### config.mk
export PLATFORM = sky130hd
export DESIGN_NAME = fir_lpf_serial
export DESIGN_NICKNAME = d
export VERILOG_FILES = /design/src/rtl/fir_lpf_serial.sv
export SDC_FILE = /design/constraint.sdc
export NUM_CORES = 1
export LEC_CHECK = 0
export CAP_MARGIN = 10
export CELL_PAD_IN_SITES_DETAIL_PLACEMENT = 1
export CELL_PAD_IN_SITES_GLOBAL_PLACEMENT = 2
export CORE_ASPECT_RATIO = 1.25
export CORE_MARGIN = 4
export CORE_UTILIZATION = 40
export DETAILED_ROUTE_END_ITERATION = 10
export PLACE_DENSITY = 0.78
export SLEW_MARGIN = 20
export SYNTH_ARGS = -nofsm -noshare
export SYNTH_HDL_FRONTEND = slang
export SYNTH_SLANG_ARGS = --single-unit
### constraint.sdc
create_clock -name clk -period 22.9 [get_ports clk]
set_clock_uncertainty 0.1 [all_clocks]
set_input_delay 6.87 -clock clk [delete_from_list [all_inputs] [get_ports clk]]
set_output_delay 6.87 -clock clk [all_outputs]
set_load 0.02 [all_outputs]
### src/rtl/fir_lpf_serial.sv
// Nibble-serial input FIR low-pass filter with one multiply-accumulate per clock.
// Optional clamping of the rounded output is enabled by defining FIR_SAT_EN.
module fir_lpf_serial #(
  parameter int TAPS   = 16,
  parameter int DATA_W = 8,
  parameter int NIB_W  = 4,
  parameter int COEF_W = 16,
  parameter int FRAC   = 12
) (
  input  logic                      clk,
  input  logic                      reset,
  input  logic                      clr,
  input  logic [NIB_W-1:0]          x_half,
  input  logic                      x_valid,
  output logic                      x_ready,
  input  logic                      coef_we,
  input  logic [$clog2(TAPS)-1:0]   coef_addr,
  input  logic [COEF_W-1:0]         coef_wdata,
  output logic                      y_valid,
  output logic [DATA_W-1:0]         y
);

  localparam int NIBS   = DATA_W / NIB_W;
  localparam int AW     = $clog2(TAPS);
  localparam int CNT_W  = (NIBS > 1) ? $clog2(NIBS) : 1;
  localparam int PROD_W = DATA_W + COEF_W;
  localparam int ACC_W  = DATA_W + COEF_W + AW;

  typedef enum logic [1:0] {
    ST_COLLECT = 2'd0,
    ST_MAC     = 2'd1,
    ST_OUT     = 2'd2
  } state_t;

  state_t                     state_r;
  logic [CNT_W-1:0]           nib_cnt_r;
  logic [DATA_W-1:0]          asm_r;
  logic signed [DATA_W-1:0]   x_r    [TAPS];
  logic signed [COEF_W-1:0]   coef_r [TAPS];
  logic [AW-1:0]              tap_r;
  logic signed [ACC_W-1:0]    acc_r;
  logic [DATA_W-1:0]          y_r;
  logic                       y_valid_r;
  logic                       x_ready_r;

  logic [DATA_W-1:0]          sample_s;
  logic                       last_slice_s;
  logic                       coef_hit_s;
  logic signed [PROD_W-1:0]   prod_s;
  logic signed [ACC_W-1:0]    prod_ext_s;
  logic [DATA_W-1:0]          round_s;

  assign x_ready = x_ready_r;
  assign y_valid = y_valid_r;
  assign y       = y_r;

  // Slice assembly and coefficient-write qualification.
  always_comb begin
    sample_s = asm_r;
    sample_s[int'(nib_cnt_r) * NIB_W +: NIB_W] = x_half;
    last_slice_s = (nib_cnt_r == CNT_W'(NIBS - 1));
    coef_hit_s   = coef_we && (int'(coef_addr) < TAPS);
  end

  // Full-precision product of the current tap, sign-extended to accumulator width.
  always_comb begin
    prod_s     = x_r[tap_r] * coef_r[tap_r];
    prod_ext_s = {{AW{prod_s[PROD_W-1]}}, prod_s};
  end

`ifdef FIR_SAT_EN
  localparam int HI_W = ACC_W - FRAC + 1;
  logic [HI_W-1:0] full_s;

  // Round half toward +inf at full width, then clamp into the output range.
  always_comb begin
    full_s = {acc_r[ACC_W-1], acc_r[ACC_W-1:FRAC]} + {{(HI_W-1){1'b0}}, acc_r[FRAC-1]};
    if ((&full_s[HI_W-1:DATA_W-1]) || (~|full_s[HI_W-1:DATA_W-1])) begin
      round_s = full_s[DATA_W-1:0];
    end else if (full_s[HI_W-1]) begin
      round_s = {1'b1, {(DATA_W-1){1'b0}}};
    end else begin
      round_s = {1'b0, {(DATA_W-1){1'b1}}};
    end
  end
`else
  // Round half toward +inf, wrapping to the output width.
  always_comb begin
    round_s = acc_r[FRAC+DATA_W-1:FRAC] + {{(DATA_W-1){1'b0}}, acc_r[FRAC-1]};
  end
`endif

  // Control FSM, delay line, accumulator, coefficient store and registered outputs.
  always_ff @(posedge clk or posedge reset) begin
    if (reset) begin
      state_r   <= ST_COLLECT;
      nib_cnt_r <= '0;
      asm_r     <= '0;
      tap_r     <= '0;
      acc_r     <= '0;
      y_r       <= '0;
      y_valid_r <= 1'b0;
      x_ready_r <= 1'b1;
      for (int k = 0; k < TAPS; k++) begin
        x_r[k]    <= '0;
        coef_r[k] <= '0;
      end
    end else if (clr) begin
      state_r   <= ST_COLLECT;
      nib_cnt_r <= '0;
      asm_r     <= '0;
      tap_r     <= '0;
      acc_r     <= '0;
      y_r       <= '0;
      y_valid_r <= 1'b0;
      x_ready_r <= 1'b1;
      for (int k = 0; k < TAPS; k++) begin
        x_r[k] <= '0;
      end
    end else begin
      y_valid_r <= 1'b0;
      case (state_r)
        ST_COLLECT: begin
          if (coef_hit_s) begin
            coef_r[coef_addr] <= coef_wdata;
          end
          if (x_valid) begin
            asm_r <= sample_s;
            if (last_slice_s) begin
              for (int k = TAPS - 1; k >= 1; k--) begin
                x_r[k] <= x_r[k-1];
              end
              x_r[0]    <= sample_s;
              nib_cnt_r <= '0;
              acc_r     <= '0;
              tap_r     <= '0;
              x_ready_r <= 1'b0;
              state_r   <= ST_MAC;
            end else begin
              nib_cnt_r <= nib_cnt_r + CNT_W'(1);
            end
          end
        end
        ST_MAC: begin
          acc_r <= acc_r + prod_ext_s;
          if (tap_r == AW'(TAPS - 1)) begin
            state_r <= ST_OUT;
          end else begin
            tap_r <= tap_r + AW'(1);
          end
        end
        ST_OUT: begin
          y_r       <= round_s;
          y_valid_r <= 1'b1;
          x_ready_r <= 1'b1;
          state_r   <= ST_COLLECT;
        end
        default: begin
          x_ready_r <= 1'b1;
          state_r   <= ST_COLLECT;
        end
      endcase
    end
  end

endmodule

==> run metrics, run 1 <==
synthesized instance count 1957; WP data arrival around 10 ns; root buffer cell clkbuf_16; VDD IR max 0.0000706 V; initial core utilization ~40%; Avg Inst Size Synth 12.0 um2; fin. max-slew vios 0; initial antenna violation count 1; period utilization around two fifths; WHS 0.363 ns; row count 98; critical path capture point type register; Post-Synth Adder-Cell Area 11.3%; synthesized area 23400 um2; simple-gate share of the synthesized area 8.80%; 1st-iter DRT viols 753; crit-path cells clkdlybuf4s50_1 -> nor4b_2 -> or3b_1 -> nor3b_4 -> mux2_1; DIE WIDTH roughly 220 um; Critical-path top delay cell nor3b_4; H-tree levels 2; EDFF count, synth 0; Max Cap Violations 0; Post-Place Setup Slack 12.57 ns; Setup Total Neg Slack 0 ns; post-synthesis mux area share 23.8%; number of gates resized after cts 0; status finished, final reports clean; post-synth top area share between 40 and 50%; Clock Sinks approximately 430; RSZ-0062 raised after global routing no; Power per Cell Area 74.4 nW/um2; Syn Nets ~2100; die area 62600 um2; Ant. Diodes 0; Fin. Hold Viols 0; grt ovf 0; largest net degree at the start of global routing 128; CTS Buf Count 45; Final Net Count 2118; Synth Area in XOR/XNOR 1.33%; Max Freq 104 MHz; Crit Path Max Fanout 16; Synth top cells by count 424 x dfrtp_1, 327 x nand2_1, 226 x mux2_2; final core occ between 40% and 50%; Final Critical Period 9.61 ns; Total Power roughly 1.9 mW; Startpoint Class primary input; max incr delay on CP ~0.87 ns; global-route wire length before repair 95000 um; via count of the first global-routing pass 16600; Pre-Repair DR Iteration Count 4; Final HPWL DP between 30000 and 40000 um; Final WS setup around 13 ns; clock slew at reported path FFs 0.06 ns; sequential area share after synthesis 45.4%; IO Count 39; setup violators final 0; I/O Buffers 38; Longest Clk Path Bufs 3; final WL 58000 um; Die Y approximately 280 um; routed len/inst ~21 um; CTS tree yes; worst min path class reg -> reg; kind of critical path in -> reg; ratio of cells with drive above 1 in the final layout 22.7%; main combinational cell family by area after synthesis multiplexers; Req. time, crit path 23.26 ns; slew margin rel. 25.8%; ANT nets after route 0; Post-CTS Setup Bufs 0; asr flop ratio synth 100%; synth warn 0; area leader, netlist dfrtp_1; Hold-fix buffers, CTS 0; Vias per Instance 5.50; Worst-Skew Late Latency 0.59 ns; Core Area 57600 um2; synthesized flop and latch total 425; P_leak 11.6 nW; Synth cell types 61; Overall Global Routing Usage around a fifth; ys flop type dfrtp_1; Vias 15000; DRC viols 0; P&R area growth vs syn 11.1%; Least-Margin Pin Slew 1.11 ns; post-synthesis compound-gate area fraction between 5 and 6%; Area contributors post-synth dfrtp_1 45%, mux2_2 11%, fa_1 8.8%, mux4_2 7.9%, nand2_1 5.2%; most common cell in the netlist dfrtp_1; RePlAce Congestion 0.815
## state kept, by name, summed over array words and instances, names as in the netlist
signal and count:
y_valid 1, acc_r 20, y 8, state_r 2, x_r 128, coef_r 256
x_ready 1, last_slice_s 1, tap_r 4, asm_r 4
## worst max-delay path: cells and delay by family
kind,cells,cell delay [ns]
buffers and inverters,1,0.46
muxes,1,0.41
and+or+nand+nor,3,2.21
## report_power, final
part           total (mW)  leakage [nW]  internal (mW)  switching (mW)
Sequential          0.895          5.64          0.843          0.0518
Clock               0.757         0.770          0.443           0.314
Combinational       0.285          5.19          0.143           0.142
Total                1.94          11.6           1.43           0.508
## routing by layer
| metal | GRT usage [%] | share of wire [%] | routed length [um] |
|---|---|---|---|
| met1 | 25.7 | 45 | 25800 |
| met2 | 32.1 | 50 | 29200 |
| met3 | 2.78 | 3.0 | 1710 |
| met4 | 4.42 | 2.2 | 1250 |
| met5 | 0 | 0.022 | 13 |
## final cells by class
| class | count | area, um2 |
|---|---|---|
| flip-flops and latches | 425 | 10600 |
| well taps | 750 | 938 |
| repair buffers | 61 | 566 |
| fillers | 6043 | 31600 |
| inverters | 106 | 405 |
| multi-input cells | 1300 | 11900 |
| clock inverters | 21 | 263 |
| clock buffers | 61 | 1290 |
## kinds of logic after synthesis
kind of cell | Yosys count
simple gates | 501
compound gates | 213
flops | 425
mux | 402
fa+ha+maj | 150
xor+xnor | 34
buf+inv | 232
## through the flow
stage	area [um2]	std cells
floorplan	23400	1957
finish	26000	2724
global placement	24500	2642
detailed placement	24500	2642
CTS	26000	2724
global route	26000	2724
## final timing paths
kind                            slack [ns]     start  depth (start not counted)          end
min in group asynchronous             6.78     reset                          2      x_r[21]
worst max register to register       14.05  tap_r[0]                         23    acc_r[19]
worst min register to register        0.36   x_ready                          2      x_ready
worst min-delay path                  0.36   x_ready                          2      x_ready
max in group asynchronous            13.82     reset                          4     tap_r[1]
worst max-delay path                 13.29   coef_we                          5  coef_r[231]
## cell usage in the layout, fill, tap and decap left out, types with 5 or more instances in the layout
master,synthesis,routed
clkinv_2,0,12
mux4_1,12,12
xor2_1,10,10
nand2b_1,10,10
xnor2_1,22,22
nand3_1,9,7
inv_2,13,13
o21ai_1,14,14
a22oi_1,6,6
a21oi_1,134,134
dfrtp_1,424,420
clkbuf_1,83,6
nor2b_1,9,9
buf_4,4,20
clkbuf_16,0,45
mux4_2,82,82
nor2_1,109,107
a22o_1,10,10
clkdlybuf4s50_1,0,37
mux2_2,226,226
nand2_1,327,327
mux2i_1,34,34
o21ai_0,17,17
or2_1,8,8
a21o_1,5,5
ha_1,47,47
mux2_1,48,48
fa_1,103,103
a211oi_1,9,9
clkbuf_8,0,10
inv_1,93,92
Power figures use the tool's default switching activity.
==> run 2, diff against run 1 <==
PLACE_DENSITY = 0.81   (was 0.78)
clock period = 8.61 ns   (was 22.9 ns; I/O delays follow)
==> run 2 against run 1 <==
Flip-flop and latch count is the same. Non-clock buffer count grew 9. Critical path type is now reg -> reg. Highest routed layer unchanged. Combinational power grew to 2.7 times the previous value. Core utilization grew 0.18 points. Total power grew to 2.7 times the previous value.
==> run metrics, run 2 (synthesis gave the netlist of run 1 again) <==
largest net degree at the start of global routing 176; clock slew at reported path FFs 0.06 ns; fin. max-slew vios 0; DIE WIDTH 225 um; WP data arrival just under 8 ns; Worst R2R Path Depth 22; most frequent cells in the layout 420 x dfrtp_1, 325 x nand2_1, 226 x mux2_2, 134 x a21oi_1, 107 x nor2_1; P&R area growth vs syn 11.5%; initial core utilization between 40 and 50%; Worst-Skew Late Latency 0.59 ns; Power per Cell Area 198 nW/um2; Post-Place Setup Slack 1.02 ns; Vias 14900; critical path capture point type register; Hold-fix buffers, CTS 0; placed cells 2651; Max Cap Violations 0; P_leak 11.6 nW; routed len/inst 21.6 um; via count of the first global-routing pass 16900; Reg2Reg Capture Point acc_r[19]; Final Net Count 2128; largest registers coef_r (256), x_r (128), acc_r (20); period utilization between 80% and 90%; Fin. Hold Viols 0; DRC viols 0; commonest non-fill, non-tap cell in the layout dfrtp_1; CTS Buf Count 46; Worst R2R Setup Slack 1.03 ns; Startpoint Class register; kind of critical path reg -> reg; Crit Path Max Fanout 30; CP Launch Point tap_r[0]; VDD IR max between 0.00015 and 0.0002 V; grt ovf 0; ANT nets after route 0; row count 98; global-route wire length before repair 96600 um; Final WS setup roughly 1 ns; Pre-Repair DR Iteration Count 4; H-tree levels 2; slew margin rel. 22.1%; 1st-iter DRT viols 842; worst min path class reg -> reg; RePlAce Congestion about 0.86; crit path capture acc_r[19]; Post-CTS Setup Bufs 0; IO Count 39; start of the worst register-to-register path tap_r[0]; final core occ 45.4%; ratio of cells with drive above 1 in the final layout 22.7%; RSZ-0062 raised after global routing no; number of gates resized after cts 0; status finished, final reports clean; Longest Clk Path Bufs 3; root buffer cell clkbuf_16; final WL 59100 um; WHS 0.366 ns; Least-Margin Pin Slew between 1 and 1.5 ns; Top reg by flops coef_r; setup violators final 0; Overall Global Routing Usage between 10% and 20%; Max Freq 132 MHz; Clock Sinks ~430; Final HPWL DP 39500 um; Final Critical Period 7.58 ns; Core Area 57600 um2; CTS tree yes; initial antenna violation count 2; die area roughly 63000 um2; Post-Layout Cell Count 2738; I/O Buffers 38; max reg flops 256; Die Y 279 um; Setup Total Neg Slack 0 ns; Vias per Instance 5.45; Req. time, crit path 8.95 ns
## run 2: cell types whose count changed in the layout (fill, tap and decap cells not counted), sizes merged
cell	previous run	this run
buf	24	33
clkbuf	61	70
clkinv	14	8
clkinvlp	1	2
diode	0	1
## run 2: critical path, cell delays in order (launching register included)
cell and delay, ns:
dfrtp_4 0.89, buf_4 0.42, mux4_2 0.55, mux2_2 0.28, o21ai_1 0.48, inv_2 0.13
nand2_1 0.12, fa_1 0.42, inv_1 0.09, fa_1 0.45, fa_1 0.48, fa_1 0.51
fa_1 0.42, ha_1 0.33, o21ai_0 0.26, a211oi_1 0.12, a21oi_1 0.25, nor3b_1 0.35
o31ai_1 0.19, a21o_1 0.21, a21oi_1 0.17, xnor2_1 0.14, o21ai_1 0.07
## run 2: routing by layer
layer  wire [um]  track usage [%]
met5          14                0
met2       30200             33.4
met1       25700             25.7
met3        1830             2.67
met4        1330             4.89
## run 2: stage by stage
stage	total power, mW	cell area, um2
final	5.17	26100
after detailed placement	3.18	24600
after global placement	3.13	24600
after floorplan	2.95	23400
after global routing	5.43	26100
after CTS	5.25	26100
## run 2: how the worst min path moves through the flow
stage | startpoint | depth (start not counted) | to
6_report | x_ready | 2 | x_ready
5_1_grt | x_ready | 2 | x_ready
4_1_cts | x_ready | 2 | x_ready
3_5_place_dp | x_ready | 2 | x_ready
3_3_place_gp | x_ready | 2 | x_ready
2_1_floorplan | acc_r[8] | 2 | acc_r[8]
## run 2: layout make-up
class,instances,area (um2)
clock inverter,16,213
timing repair buffer,70,681
inverter,106,402
fill,5970,31500
sequential,425,10600
clock buffer,70,1330
antenna,1,2.50
multi-input combinational,1300,11900
tap,750,938
## run 2: where the power goes
part	internal [mW]	total, mW	leakage (nW)	switching (mW)
clock	1.20	2.03	0.756	0.837
sequential	2.24	2.38	5.64	0.139
combinational	0.381	0.757	5.24	0.376
==> run 3, diff against run 2 <==
REMOVE_ABC_BUFFERS = 1   (was default)
==> run 3 against run 2 <==
Core utilization about the same. Worst hold slack better by 0.0060 ns. Combinational power is essentially flat. Highest routed layer unchanged. First-iteration DRC count fell by 7.2%. Cell area about the same. Clock power decreased by 2%. Total power down 0.88%. Critical path type unchanged. Critical path depth stayed put.
==> run metrics, run 3 (synthesis gave the netlist of run 1 again) <==
Least-Margin Pin Slew between 1 and 1.5 ns; Worst R2R Path Depth 22; grt ovf 0; WP data arrival 7.97 ns; Worst-Skew Late Latency just under 0.6 ns; Final WS setup 0.973 ns; via count of the first global-routing pass 16700; largest registers coef_r (256), x_r (128), acc_r (20); Pre-Repair DR Iteration Count 4; period utilization 88.7%; max reg flops 256; H-tree levels 2; Max Freq 131 MHz; Fin. Hold Viols 0; start point of the worst hold path x_ready; internal power 3.78 mW; CTS Buf Count 45; critical path capture point type register; start of the worst register-to-register path tap_r[0]; slew margin rel. 23.2%; row count slightly below 100; DIE WIDTH 225 um; Vias 14900; worst min path class reg -> reg; Comb pwr share between 10% and 20%; Hold-fix buffers, CTS 0; final WL 59100 um; commonest non-fill, non-tap cell in the layout dfrtp_1; Worst R2R Setup Slack 0.97 ns; P_leak 11.6 nW; largest net degree at the start of global routing 160; Sw Ratio 26.4%; Core Area 57600 um2; 1st-iter DRT viols 781; Max Cap Violations 0; clock power share between 30% and 40%; most frequent cells in the layout 420 x dfrtp_1, 327 x nand2_1, 226 x mux2_2, 134 x a21oi_1, 107 x nor2_1; initial core utilization 40.7%; global-route wire length before repair 95900 um; number of gates resized after cts 0; Req. time, crit path 8.94 ns; RePlAce Congestion 0.824; setup violators final 0; CTS tree yes; Clock Sinks 425; routed len/inst 21.6 um; Psw around 1.4 mW; Power per Cell Area 196 nW/um2; VDD IR max approximately 0.00013 V; Total Power 5.13 mW; Final Critical Period 7.64 ns; Post-Place Setup Slack 0.931 ns; I/O Buffers 38; Longest Clk Path Bufs 3; Vias per Instance 5.45; initial antenna violation count 1; Final Net Count 2135; status finished, final reports clean; IO Count 39; P&R area growth vs syn 11.5%; Ant. Diodes 0; clock slew at reported path FFs about 0.06 ns; CP Launch Point tap_r[0]; ratio of cells with drive above 1 in the final layout 23.0%; Crit Path Max Fanout 36; WHS 0.372 ns; Die Y 279 um; DRC viols 0; Post-CTS Setup Bufs 0; die area 62600 um2; Reg2Reg Capture Point acc_r[19]; crit path capture acc_r[19]; fin. max-slew vios 0; Startpoint Class register; Setup Total Neg Slack 0 ns; Final HPWL DP 39000 um; Top reg by flops coef_r; sequential power share 46.4%; ANT nets after route 0; kind of critical path reg -> reg; Overall Global Routing Usage 19.1%; RSZ-0062 raised after global routing no; root buffer cell clkbuf_16
## run 3: stage by stage
step	util [%]	instance area (um2)	instances
after global routing	45.3	26100	2741
after CTS	45.3	26100	2741
after floorplan	-	22900	1831
after global placement	42.7	24600	2659
final	45.3	26100	2741
after detailed placement	42.7	24600	2659
## run 3: power by group through the flow
stage                     clock network, mW  registers (mW)  logic [mW]
after CTS                              2.05            2.38       0.771
after global routing                   2.13            2.41       0.839
after global placement                    0            2.39       0.732
after detailed placement                  0            2.41       0.765
final                                  1.99            2.38       0.758
after floorplan                           0            2.37       0.548
## run 3: critical path, stage by stage, from the launching register on
cell and delay, ns:
dfrtp_4 0.89, buf_12 0.36, mux4_2 0.54, mux2_2 0.27, o21ai_1 0.63, inv_2 0.11
nand2_1 0.12, fa_1 0.42, inv_1 0.09, fa_1 0.43, fa_1 0.47, fa_1 0.51
fa_1 0.41, ha_1 0.33, o21ai_0 0.27, a211oi_1 0.13, a21oi_1 0.28, nor3b_1 0.31
o31ai_1 0.17, a21o_1 0.20, a21oi_1 0.17, xnor2_1 0.14, o21ai_1 0.07
## run 3: area by class of cell
type	count	area, um2
clock buffers	67	1310
clock inverters	15	190
fillers	6005	31500
inverters	106	405
multi-input cells	1300	11900
flip-flops and latches	425	10600
well taps	750	938
repair buffers	78	728
## run 3: routing by layer
metal  part of all wire [%]  track usage (%)  wire length (um)
met4                    2.3             5.00              1390
met2                     52             33.5             30500
met5                  0.022                0                13
met1                     43             25.3             25700
met3                    2.7             2.41              1590
## run 3: how the worst min path moves through the flow
stage,depth (start not counted),end
2_1_floorplan,2,acc_r[8]
3_3_place_gp,1,coef_r[222]
3_5_place_dp,1,coef_r[212]
4_1_cts,2,x_ready
5_1_grt,1,coef_r[212]
6_report,2,x_ready
